`src/rtl/uart_pkg.sv`:
```
// Shared UART definitions: receiver FSM states, parity-mode constants, majority vote helper.
package uart_pkg;

  typedef enum logic [2:0] {
    ST_IDLE, ST_START, ST_DATA, ST_PARITY, ST_STOP, ST_BREAK
  } rx_state_e;

  // Parity selections are 4-character strings packed into 32 bits
  localparam logic [31:0] PAR_NONE = "NONE";
  localparam logic [31:0] PAR_ODD  = {8'h00, "ODD"};
  localparam logic [31:0] PAR_EVEN = "EVEN";

  function automatic logic maj3(input logic a, input logic b, input logic c);
    return (a & b) | (a & c) | (b & c);
  endfunction

endpackage

```
`src/rtl/sync_fifo.sv`:
```
// Single-clock FIFO with extra-MSB pointers; read data is combinational from the head slot.
module sync_fifo #(
  parameter int unsigned DWIDTH = 8,
  parameter int unsigned ASIZE  = 4
) (
  input  logic              clk,
  input  logic              rst,
  input  logic              i_wr,
  input  logic [DWIDTH-1:0] i_wdata,
  input  logic              i_rd,
  output logic [DWIDTH-1:0] o_rdata,
  output logic              o_empty,
  output logic              o_full
);
  localparam int unsigned DEPTH = 2 ** ASIZE;

  logic [ASIZE:0]    r_wptr, r_rptr;
  logic [DWIDTH-1:0] r_mem [DEPTH];
  logic              w_wr, w_rd;

  assign o_empty = (r_wptr == r_rptr);
  assign o_full  = (r_wptr[ASIZE] != r_rptr[ASIZE]) &&
                   (r_wptr[ASIZE-1:0] == r_rptr[ASIZE-1:0]);
  assign w_rd    = i_rd && !o_empty;
  // A read in the same cycle frees the slot, so a full FIFO still accepts
  assign w_wr    = i_wr && (!o_full || w_rd);
  assign o_rdata = o_empty ? '0 : r_mem[r_rptr[ASIZE-1:0]];

  always_ff @(posedge clk) begin
    if (rst) begin
      r_wptr <= '0;
      r_rptr <= '0;
    end else begin
      if (w_wr) r_wptr <= r_wptr + 1'b1;
      if (w_rd) r_rptr <= r_rptr + 1'b1;
    end
  end

  always_ff @(posedge clk) begin
    if (w_wr) r_mem[r_wptr[ASIZE-1:0]] <= i_wdata;
  end

endmodule

```
`src/rtl/uart_rx.sv`:
```
// 8-bit UART receiver: 2-flop sync, 3-sample majority per bit, optional parity, output FIFO.
module uart_rx
  import uart_pkg::*;
#(
  parameter int unsigned CLK_DIV    = 868,
  parameter logic [31:0] PARITY     = PAR_NONE,
  parameter int unsigned FIFO_ASIZE = 4
) (
  input  logic       clk,
  input  logic       rst,
  input  logic       i_uart_rx,
  output logic [7:0] rx_data,
  output logic       rx_en,
  input  logic       rx_rdy,
  output logic       parity_err,
  output logic       frame_err,
  output logic       overflow
);
  localparam int            CW         = $clog2(CLK_DIV);
  localparam logic [CW-1:0] SMP_0      = CW'(CLK_DIV / 2 - 1);
  localparam logic [CW-1:0] SMP_1      = CW'(CLK_DIV / 2);
  localparam logic [CW-1:0] SMP_DEC    = CW'(CLK_DIV / 2 + 1);
  localparam logic [CW-1:0] CNT_LAST   = CW'(CLK_DIV - 1);
  localparam bit            PAR_EN     = (PARITY != PAR_NONE);
  localparam bit            PAR_IS_ODD = (PARITY == PAR_ODD);

  logic [1:0]    r_sync, r_warm, r_smp;
  logic          r_rx_d;
  rx_state_e     r_state, w_next;
  logic [CW-1:0] r_cnt;
  logic [2:0]    r_bit;
  logic [7:0]    r_shift;
  logic          r_par_ok, r_perr, r_ferr, r_ovf;
  logic          w_rx, w_maj, w_dec, w_wrap, w_rd, w_empty, w_full;
  logic          w_push, w_perr, w_ferr, w_ovf;
  logic [7:0]    w_fdata;

  assign w_rx       = r_sync[1];
  assign w_maj      = maj3(r_smp[1], r_smp[0], w_rx);
  assign w_dec      = (r_cnt == SMP_DEC);
  assign w_wrap     = (r_cnt == CNT_LAST);
  assign w_rd       = rx_en & rx_rdy;
  assign rx_en      = ~w_empty;
  assign rx_data    = w_fdata;
  assign parity_err = r_perr;
  assign frame_err  = r_ferr;
  assign overflow   = r_ovf;

  always_comb begin
    w_next = r_state;
    w_push = 1'b0;
    w_perr = 1'b0;
    w_ferr = 1'b0;
    w_ovf  = 1'b0;
    unique case (r_state)
      ST_IDLE:   if (r_rx_d && !w_rx) w_next = ST_START;
      ST_START:  if (w_dec && w_maj) w_next = ST_IDLE;
                 else if (w_wrap)    w_next = ST_DATA;
      ST_DATA:   if (w_wrap && r_bit == 3'd7) w_next = PAR_EN ? ST_PARITY : ST_STOP;
      ST_PARITY: if (w_wrap) w_next = ST_STOP;
      // Leave mid stop bit so an early next start edge is still caught
      ST_STOP: if (w_dec) begin
        if (!w_maj) begin
          w_ferr = 1'b1;
          w_next = ST_BREAK;
        end else begin
          w_next = ST_IDLE;
          if (!r_par_ok)            w_perr = 1'b1;
          else if (w_full && !w_rd) w_ovf  = 1'b1;
          else                      w_push = 1'b1;
        end
      end
      ST_BREAK: if (w_rx) w_next = ST_IDLE;
      default:  w_next = ST_IDLE;
    endcase
  end

  always_ff @(posedge clk) begin
    if (rst) begin
      r_sync   <= 2'b11;
      r_warm   <= '0;
      r_rx_d   <= 1'b0;
      r_state  <= ST_IDLE;
      r_cnt    <= '0;
      r_bit    <= '0;
      r_shift  <= '0;
      r_smp    <= '0;
      r_par_ok <= 1'b1;
      r_perr   <= 1'b0;
      r_ferr   <= 1'b0;
      r_ovf    <= 1'b0;
    end else begin
      r_sync  <= {r_sync[0], i_uart_rx};
      r_warm  <= {r_warm[0], 1'b1};
      // Ignore the reset-value ones still in the synchronizer: a line held low
      // through reset must not look like a fresh falling edge
      r_rx_d  <= r_warm[1] & w_rx;
      r_state <= w_next;
      if (r_state == ST_IDLE || r_state == ST_BREAK || w_wrap) r_cnt <= '0;
      else                                                     r_cnt <= r_cnt + 1'b1;
      if (r_state == ST_START) begin
        r_bit    <= '0;
        r_par_ok <= 1'b1;
      end else if (r_state == ST_DATA && w_wrap) begin
        r_bit <= r_bit + 1'b1;
      end
      if (r_cnt == SMP_0 || r_cnt == SMP_1) r_smp <= {r_smp[0], w_rx};
      if (r_state == ST_DATA && w_dec)      r_shift <= {w_maj, r_shift[7:1]};
      if (r_state == ST_PARITY && w_dec)    r_par_ok <= (((^r_shift) ^ w_maj) == PAR_IS_ODD);
      r_perr <= w_perr;
      r_ferr <= w_ferr;
      r_ovf  <= w_ovf;
    end
  end

  sync_fifo #(.DWIDTH(8), .ASIZE(FIFO_ASIZE)) u_fifo (
    .clk    (clk),
    .rst    (rst),
    .i_wr   (w_push),
    .i_wdata(r_shift),
    .i_rd   (w_rd),
    .o_rdata(w_fdata),
    .o_empty(w_empty),
    .o_full (w_full)
  );

endmodule

```
`config.mk`:
```
export PLATFORM = sky130hd
export DESIGN_NAME = uart_rx
export DESIGN_NICKNAME = d
export VERILOG_FILES = /design/src/rtl/uart_pkg.sv /design/src/rtl/sync_fifo.sv /design/src/rtl/uart_rx.sv
export SDC_FILE = /design/constraint.sdc
export NUM_CORES = 1
export LEC_CHECK = 0
export CORE_ASPECT_RATIO = 1.4
export CORE_MARGIN = 2
export CORE_UTILIZATION = 35
export DETAILED_ROUTE_END_ITERATION = 6
export SETUP_SLACK_MARGIN = 0.3
export SLEW_MARGIN = 20
export SYNTH_ARGS = -nofsm -noshare
export SYNTH_HDL_FRONTEND = slang
export SYNTH_SLANG_ARGS = --single-unit
export TNS_END_PERCENT = 20
```
`constraint.sdc`:
```
create_clock -name clk -period 2.65 [get_ports clk]
set_input_delay 0.265 -clock clk [delete_from_list [all_inputs] [get_ports clk]]
set_output_delay 0.265 -clock clk [all_outputs]
set_load 0.01 [all_outputs]
```
* After elaboration in Yosys (flattened, before gate mapping)
Memory sizes are Yosys's and may differ from the RTL's. A register that Yosys moved wholly into a read port is not among the register bits.
Index checks and enable logic that the tools add are counted.
** Storage, ports and cells
- Flip-flop bits (word level) :: 45
- Bits in writable memories :: 128
- Input port bits :: 4
- Output and inout port bits :: 12
- Word-level logic and storage cells :: 105
- Memories :: 1
** Operators by class
- Add/sub/neg operators :: 4
- Eq/ne operators :: 19
- Multiplexer cells :: 25
- Bitwise operators :: 14
- Reductions and logical operators :: 27
** Memory list
- u_fifo.r_mem :: depth 16, bits a word 8, read ports 1, clocked after Yosys merged registers in 1, write ports 1, line sync_fifo.sv:18 : logic [DWIDTH-1:0] r_mem [DEPTH];
** Operators with widths (number)
- equality test 10 x 9 -> 1 bit (second input constant) :: 3
- 2-to-1 mux 3 bit :: 8
- case mux 3 bit (6 select lines) :: 1
- 2-to-1 mux 1 bit :: 13
- adder 10 x 1 -> 10 bit (second input constant) :: 1
- adder 5 x 1 -> 5 bit (second input constant) :: 2
- equality test 10 bit (second input constant) :: 1
- logical AND 1 bit :: 10
- != test 2 bit (second input constant) :: 5
- equality test 3 bit (second input constant) :: 3
- 2-to-1 mux 4 bit :: 2
- 2-to-1 mux 8 bit :: 1
- parity 8 bit :: 1
- equality test 3 x 2 -> 1 bit (second input constant) :: 2
- NOT 1 bit :: 6
- AND reduction 6 bit :: 1
- AND 1 bit :: 5
- equality test 5 bit :: 1
- OR reduction 5 bit :: 1
- equality test 4 bit :: 1
- zero test 1 bit :: 4
- logical OR 1 bit :: 4
- OR reduction 2 bit :: 2
- OR reduction 4 bit :: 1
- 9 further kinds :: 10

* Logic depth before layout (Yosys ltp)
Gate-level depths: netlist of run 1.
- Depth in word-level cells :: 13
- Depth in mapped cells :: 7
- Gate-level depth less buffers :: 6

* Modules after synthesis
From an unflattened synthesis of run 1, not the netlist that was laid out.
** Second synthesis, totals
- Cells, all modules :: 480
- Area, all modules :: 7284.5 um2
** Modules (own cells, without submodules)
- sync_fifo :: times used 1, cells an instance 309, area an instance 5703.0 um2
- uart_rx :: times used 1, cells an instance 171, area an instance 1581.5 um2

* Worst setup path before layout of run 1
OpenSTA, ideal clock, no wires.
- Kind :: register -> register
- Start :: register r_cnt[0]
- End :: memory u_fifo.r_mem[11][0] (enable)
- Setup time :: 0.383 ns
- Data arrival time :: 1.973 ns
- Data required time :: 2.267 ns
- Slack :: 0.293 ns
- Cell stages (with the launch flop) :: 7
- Path buffers :: 0
- Path through :: dfxtp_1 > ha_1 > nor3b_4 > nand4_1 > a211oi_2 > nand2_1 > nor3_1
** Between the ends
- Longest elaborated chain between the ends :: 6
** RTL lines
- start, declared :: line uart_rx.sv:30 : logic [CW-1:0] r_cnt;
- start signal, assigned :: line uart_rx.sv:100 : else r_cnt <= r_cnt + 1'b1;
- equality test 10 x 9 -> 1 bit :: line uart_rx.sv:40 : assign w_dec = (r_cnt == SMP_DEC);
- 2-to-1 mux 1 bit :: line uart_rx.sv:62 : ST_STOP: if (w_dec) begin
- 2-to-1 mux 1 bit :: line uart_rx.sv:55 : unique case (r_state)
- logical AND 1 bit :: line sync_fifo.sv:26 : assign w_wr = i_wr && (!o_full || w_rd);
- 2-to-1 mux 1 bit :: line sync_fifo.sv:40 : if (w_wr) r_mem[r_wptr[ASIZE-1:0]] <= i_wdata;
- 2-to-1 mux 1 bit (not written as such) :: line sync_fifo.sv:40
- end, declared :: line sync_fifo.sv:18
No other way between the ends.

==> results of run 1 <==
-- cell families after synthesis --
group / Yosys count / share of synthesized area (%)
and+or+nand+nor: 119 / 9.284
muxes: 52 / 12.60
DFF: 177 / 65.93
adders and majority gates: 11 / 1.864
buffers and inverters: 36 / 2.428
xor gates and xnor gates: 26 / 3.402
AOI/OAI and AO/OA: 45 / 4.497
-- flip-flops by register name, indices dropped and copies added, names as in the netlist, 2 cells and up, named ones only --
name	cells
u_fifo.r_wptr	5
r_bit	3
r_shift	8
r_smp	2
r_cnt	10
u_fifo.r_rptr	5
r_warm	2
r_state	3
r_sync	2
u_fifo.r_mem	128
-- layer usage --
layer  vias up  GRT usage [%]  share of wire (%)
met3         9          3.368                3.2
met1      1994          16.92                 42
met5         -              0                  0
li1       1857              -                  -
met2        65          25.20                 54
met4         0          4.212                1.1
-- cells in the mapped netlist, drive strengths merged (2+ instances only) --
cell type  count
nand4          4
xnor2         17
inv           12
mux4          32
nor4           5
o21ai          4
mux2i         19
a211oi        19
clkbuf        11
and4bb         2
ha            10
nand2         13
and3          20
a211o          2
nor4b          2
buf           13
and2           4
nor2          36
a31o           2
or2            2
nor3b          2
xor2           8
nor3           4
a21oi         10
dfxtp         49
nor2b         11
nand3         11
edfxtp       128
-- area by class of cell --
type                    count  area [µm²]
flip-flops and latches    177        4833
fillers                  1815       11910
clock buffers              17       425.4
multi-input cells         253        2407
clock inverters            15       170.2
repair buffers             42       446.7
inverters                  12       45.04
well taps                 256       320.3
-- stage by stage --
step	hold WS (ns)	total power [W]
after global routing	0.4241	0.005601
after floorplan	0.3688	0.003006
after detailed placement	0.4038	0.003017
final	0.4102	0.005442
after CTS	0.3884	0.005502
after global placement	0.4008	0.003016
-- where the power goes --
group | leakage [nW] | internal (W) | switching, W
registers | 1.58 | 0.00293 | 0.00000248
logic | 1.08 | 0.00000872 | 0.0000136
clock network | 0.287 | 0.00135 | 0.00114
total | 2.95 | 0.00429 | 0.00116
-- cell usage in the layout (no fill, tap or decap), drive strengths merged, types with 2 or more instances in the layout --
cell / count
inv: 20
and2: 4
nor4b: 2
nor3: 4
nand2: 13
and3: 20
nor2b: 11
nand3: 11
and4bb: 2
clkdlybuf4s50: 7
edfxtp: 128
a31o: 2
nand4: 4
mux2i: 19
clkinv: 4
or2: 2
clkinvlp: 2
nor4: 5
xnor2: 17
xor2: 8
mux4: 32
a211oi: 19
o21ai: 4
buf: 35
dfxtp: 49
clkbuf: 17
a21oi: 10
ha: 10
nor3b: 2
a211o: 2
nor2: 36
-- worst max-delay path by stage --
| stage | end | slack, ns |
|---|---|---|
| after CTS | rx_data[2] | 0.19 |
| after floorplan | u_fifo.r_mem[11][0] | 0.29 |
| after global placement | rx_data[4] | 0.16 |
| after detailed placement | rx_data[4] | 0.17 |
| final | rx_data[5] | 0.24 |
| after global routing | rx_data[3] | 0.16 |
-- worst max-delay path: stages (launching register included) --
cell and delay (ns):
dfxtp_4 0.42, buf_12 0.13, buf_16 0.14, mux4_2 0.52, a211oi_1 0.25, a211oi_1 0.08, buf_2 0.17
-- repair_timing --
| action | in CTS | in global routing |
|---|---|---|
| setup buffers | 1 | 3 |
| cloned | 3 | 0 |
| resized for setup | 57 | 13 |
| pin swaps | 12 | 5 |
| endpoints found under the setup margin | 60 | 132 |
==> impl_metrics.yaml, run 1 <==
floorplanning:
  io_pins: 16
  die_x_um: 126.2
  start_util_pct: 35.60
  fp.coreArea_um2: 20560
  dieArea_um2: 22100
  core.rowCount: 62
  die_h_um: 175.1
global_route:
  antenna_found_initial: 0
  grtUsageTotal_pct: 14.15
  grt_pass1_wl_mm: 23.54
  grt_pass1_vias: 4087
  globalRouteOverflowTotal: 0
  grt_start_max_net_pins: 33
cts:
  clkTransAtPathRegs_ns: 0.07
  cts_htree_levels: 4
  cts_tree: "built"
  cts_sinks: 177
  clockBufferDepth: 2
  clockRootBuffer: "clkbuf_16"
  ctsHoldBuffers: 0
  cts_buffers: 17
  clock_latency_ns: 0.42
layout:
  syn_to_final_growth_pct: 18.17
  fin_util_pct: 42.07
  stdcell_area_um2: 8648
  antennaDiodeCount: 0
  final_cells: 772
  layout-drive-gt1-share_pct: 27.91
  layout.nets: 517
outcome:
  outcome: "completed"
route:
  drcViolationCount: 0
  wl_mm: 14.84
  viasPerCell: 5.084
  drtIter0Drc: 282
  ant_nets: 0
  wl_per_cell_um: 19.22
  drtPass1Iterations: 4
  num_vias: 3925
hold_path:
  hp-class: "in2reg"
  hold_path_end: "r_sync[0]"
  min_path_cells: 2
  min_from: "i_uart_rx"
synth:
  synth_top_area_share_pct: 52.52
  synthCells: 466
  ys_types: 53
  syn-num-nets: 480
  synth_top_cell_by_area: "edfxtp_1"
  async_reset_ff_share_pct: 0
  yosys_warnings: 0
  ys_ff_latch: 177
  synth_edf_count: 128
  synth_ff_type: "edfxtp_1"
  synth-seq-area-share_pct: 65.93
  syn_area_um2: 7318
  syn_avg_cell_area_um2: 15.70
  ys_top_cells_by_area: "edfxtp_1 (53%), dfxtp_1 (13%), mux4_2 (9.8%)"
placement:
  io_buffers: 15
  place_congestion: 0.7716
  place_inst: 733
  dp_hpwl_mm: 9.552
  pre_cts_ws_ns: 0.1668
  place_area_um2: 7845
setup_path:
  r2r-end: "u_fifo.r_mem[7][1]"
  worstSetupEndpointType: "output pin"
  criticalPathCategory: "reg2out"
  rr_startpoint: "r_cnt[1]"
  cp.required_ns: 2.38
  rr_worst_depth: 6
  worstSetupStartpointType: "register"
  path_max_fanout: 7
  crit_arrival_ns: 2.15
  r2r_setup_slack_ns: 0.40
timing:
  fmaxAchievable_mhz: 414.5
  tightest_slew_ns: 0.7634
  setup_violations: 0
  slew_headroom_pct: 49.04
  finalHoldViolCount: 0
  drv_slew: 0
  finalWorstPathRequiredPeriod_ns: 2.413
  fin_ws_ns: 0.2374
  rsz0062_at_grt: "true"
  finalClockSkew_ns: 0.01132
  fin_crit_sh_pct: 91.04
  tns_ns: 0
power:
  powerDensity_nw_per_um2: 629.2
  ir_drop_mv: 0.3898
  p_leak_nw: 2.951
job:
  cap_violations: 0
No activity file was read; power rests on OpenSTA's default activity.
==> run 2, diff against run 1 <==
--- a/config.mk
+++ b/config.mk
@@ -10,6 +10,7 @@
 export CORE_UTILIZATION = 35
 export DETAILED_ROUTE_END_ITERATION = 6
 export SETUP_SLACK_MARGIN = 0.3
+export SKIP_CTS_REPAIR_TIMING = 1
 export SLEW_MARGIN = 20
 export SYNTH_ARGS = -nofsm -noshare
 export SYNTH_HDL_FRONTEND = slang
==> constraint.sdc (replaced) <==
create_clock -name clk -period 2.99 [get_ports clk]
set_input_delay 0.299 -clock clk [delete_from_list [all_inputs] [get_ports clk]]
set_output_delay 0.299 -clock clk [all_outputs]
set_load 0.01 [all_outputs]
==> impl_metrics.yaml, run 2 (synthesis gave the netlist of run 1 again) <==
layout:
  layout-drive-gt1-share_pct: 20.51
  largest_register_ff_count: 128
  antennaDiodeCount: 0
  mostFrequentLayoutCell: "edfxtp_1"
  final_cells: 763
  layout.nets: 508
  syn_to_final_growth_pct: 15.13
  final_cell_mix: "edfxtp_1 (128), dfxtp_1 (47), nor2_1 (36), mux4_2 (32)"
  stdcell_area_um2: 8426
  n_fill_cell: 1819
global_route:
  grtUsageTotal_pct: 13.55
  grt_pass1_wl_mm: 22.58
  globalRouteOverflowTotal: 0
  grt_start_max_net_pins: 33
  antenna_found_initial: 0
  grt_pass1_vias: 3948
route:
  drcViolationCount: 0
  drtIter0Drc: 315
  ant_nets: 0
  viasPerCell: 5.134
  num_vias: 3917
  wl_mm: 14.38
  wl_per_cell_um: 18.85
  drtPass1Iterations: 4
cts:
  cts_tree: "built"
  clockRootBuffer: "clkbuf_16"
  clkTransAtPathRegs_ns: 0.06
  cts_buffers: 17
  clock_latency_ns: 0.42
  clockBufferDepth: 2
  cts_htree_levels: 4
  cts_sinks: 177
setup_path:
  crit_family: "buffers and inverters"
  r2r_setup_slack_ns: 0.49
  critPathSlowestCell: "mux4_2"
  worstSetupStartpointType: "register"
  crit_arrival_ns: 2.55
  worstSetupEndpointType: "output pin"
  path_max_fanout: 13
  cp.required_ns: 2.69
  criticalPathCategory: "reg2out"
  critPathMaxStageDelay_ns: 0.51
  worst-path-buf-inv: 3
  path_cells: "buf_12 > buf_4 > mux4_2 > a211oi_2 > a211oi_1 > clkdlybuf4s50_1"
floorplanning:
  dieArea_um2: 22100
  die_h_um: 175.1
  fp.coreArea_um2: 20560
  die_x_um: 126.2
  start_util_pct: 35.60
  core.rowCount: 62
  io_pins: 16
timing:
  holdWs_ns: 0.4128
  finalHoldViolCount: 0
  drv_slew: 0
  finalClockSkew_ns: 0.006780
  fin_crit_sh_pct: 95.34
  rsz0062_at_grt: "true"
  finalWorstPathRequiredPeriod_ns: 2.851
  fin_ws_ns: 0.1392
  tns_ns: 0
  slew_headroom_pct: 55.17
  tightest_slew_ns: 0.6669
  setup_violations: 0
  fmaxAchievable_mhz: 350.8
placement:
  place_inst: 731
  dp_hpwl_mm: 10.01
  place_area_um2: 7818
  place_congestion: 0.7609
  pre_cts_ws_ns: 0.4577
  io_buffers: 15
hold_path:
  hp-class: "reg2reg"
job:
  cap_violations: 0
outcome:
  outcome: "completed"
power:
  powerDensity_nw_per_um2: 565.6
  ir_drop_mv: 0.3679
  p_leak_nw: 2.961
[run 2: changes by cell type in the layout (fill, tap and decap cells not counted), sizes merged]
cell / change
buf: -17
dlymetal6s2s: +7
clkbuf: +1
clkdlybuf4s50: +1
clkinv: -1
clkinvlp: -1
inv: +1
[run 2: path summary, 6_finish.rpt]
kind                                 from            endpoint  cells after the start
worst min-delay path            r_sync[0]           r_sync[1]                      1
worst max register to register   r_cnt[0]  u_fifo.r_mem[6][1]                      6
worst max-delay path             register          rx_data[6]                      6
worst min register to register  r_sync[0]           r_sync[1]                      1
[run 2: per-stage QoR]
stage | util, % | power [W]
after CTS | 40.80 | 0.004809
final | 40.99 | 0.004766
after global routing | 40.99 | 0.004905
after floorplan | - | 0.002665
after global placement | 38.03 | 0.002675
after detailed placement | 38.03 | 0.002675
[run 2: layout make-up]
type | count | area (µm²) | share of cell area [%]
sequential | 177 | 4830 | 57.32
multi-input combinational | 253 | 2328 | 27.64
clock buffer | 18 | 429.2 | 5.094
timing repair buffer | 33 | 331.6 | 3.935
tap | 256 | 320.3 | 3.802
clock inverter | 14 | 141.4 | 1.678
inverter | 12 | 45.04 | 0.5346
[run 2: per-layer routing]
metal	GRT usage, %	up-vias	share of wire (%)
met5	0	-	0
met4	4.945	0	1.7
met3	2.511	18	2.5
met2	24.71	64	55
met1	15.77	1990	41
li1	-	1845	-
[run 2: worst reg2reg max path, cell delays in order, from the launching register on]
cell	delay, ns
dfxtp_1	0.41
ha_1	0.27
nor3b_4	0.28
nand4_1	0.18
a211oi_2	0.20
buf_4	0.25
and3_1	0.54
[run 2: power breakdown]
part            total, W  switching, W  leakage (nW)  internal [W]
sequential       0.00260    0.00000205          1.58       0.00260
combinational  0.0000209     0.0000123          1.10    0.00000856
clock            0.00215      0.000969         0.280       0.00118
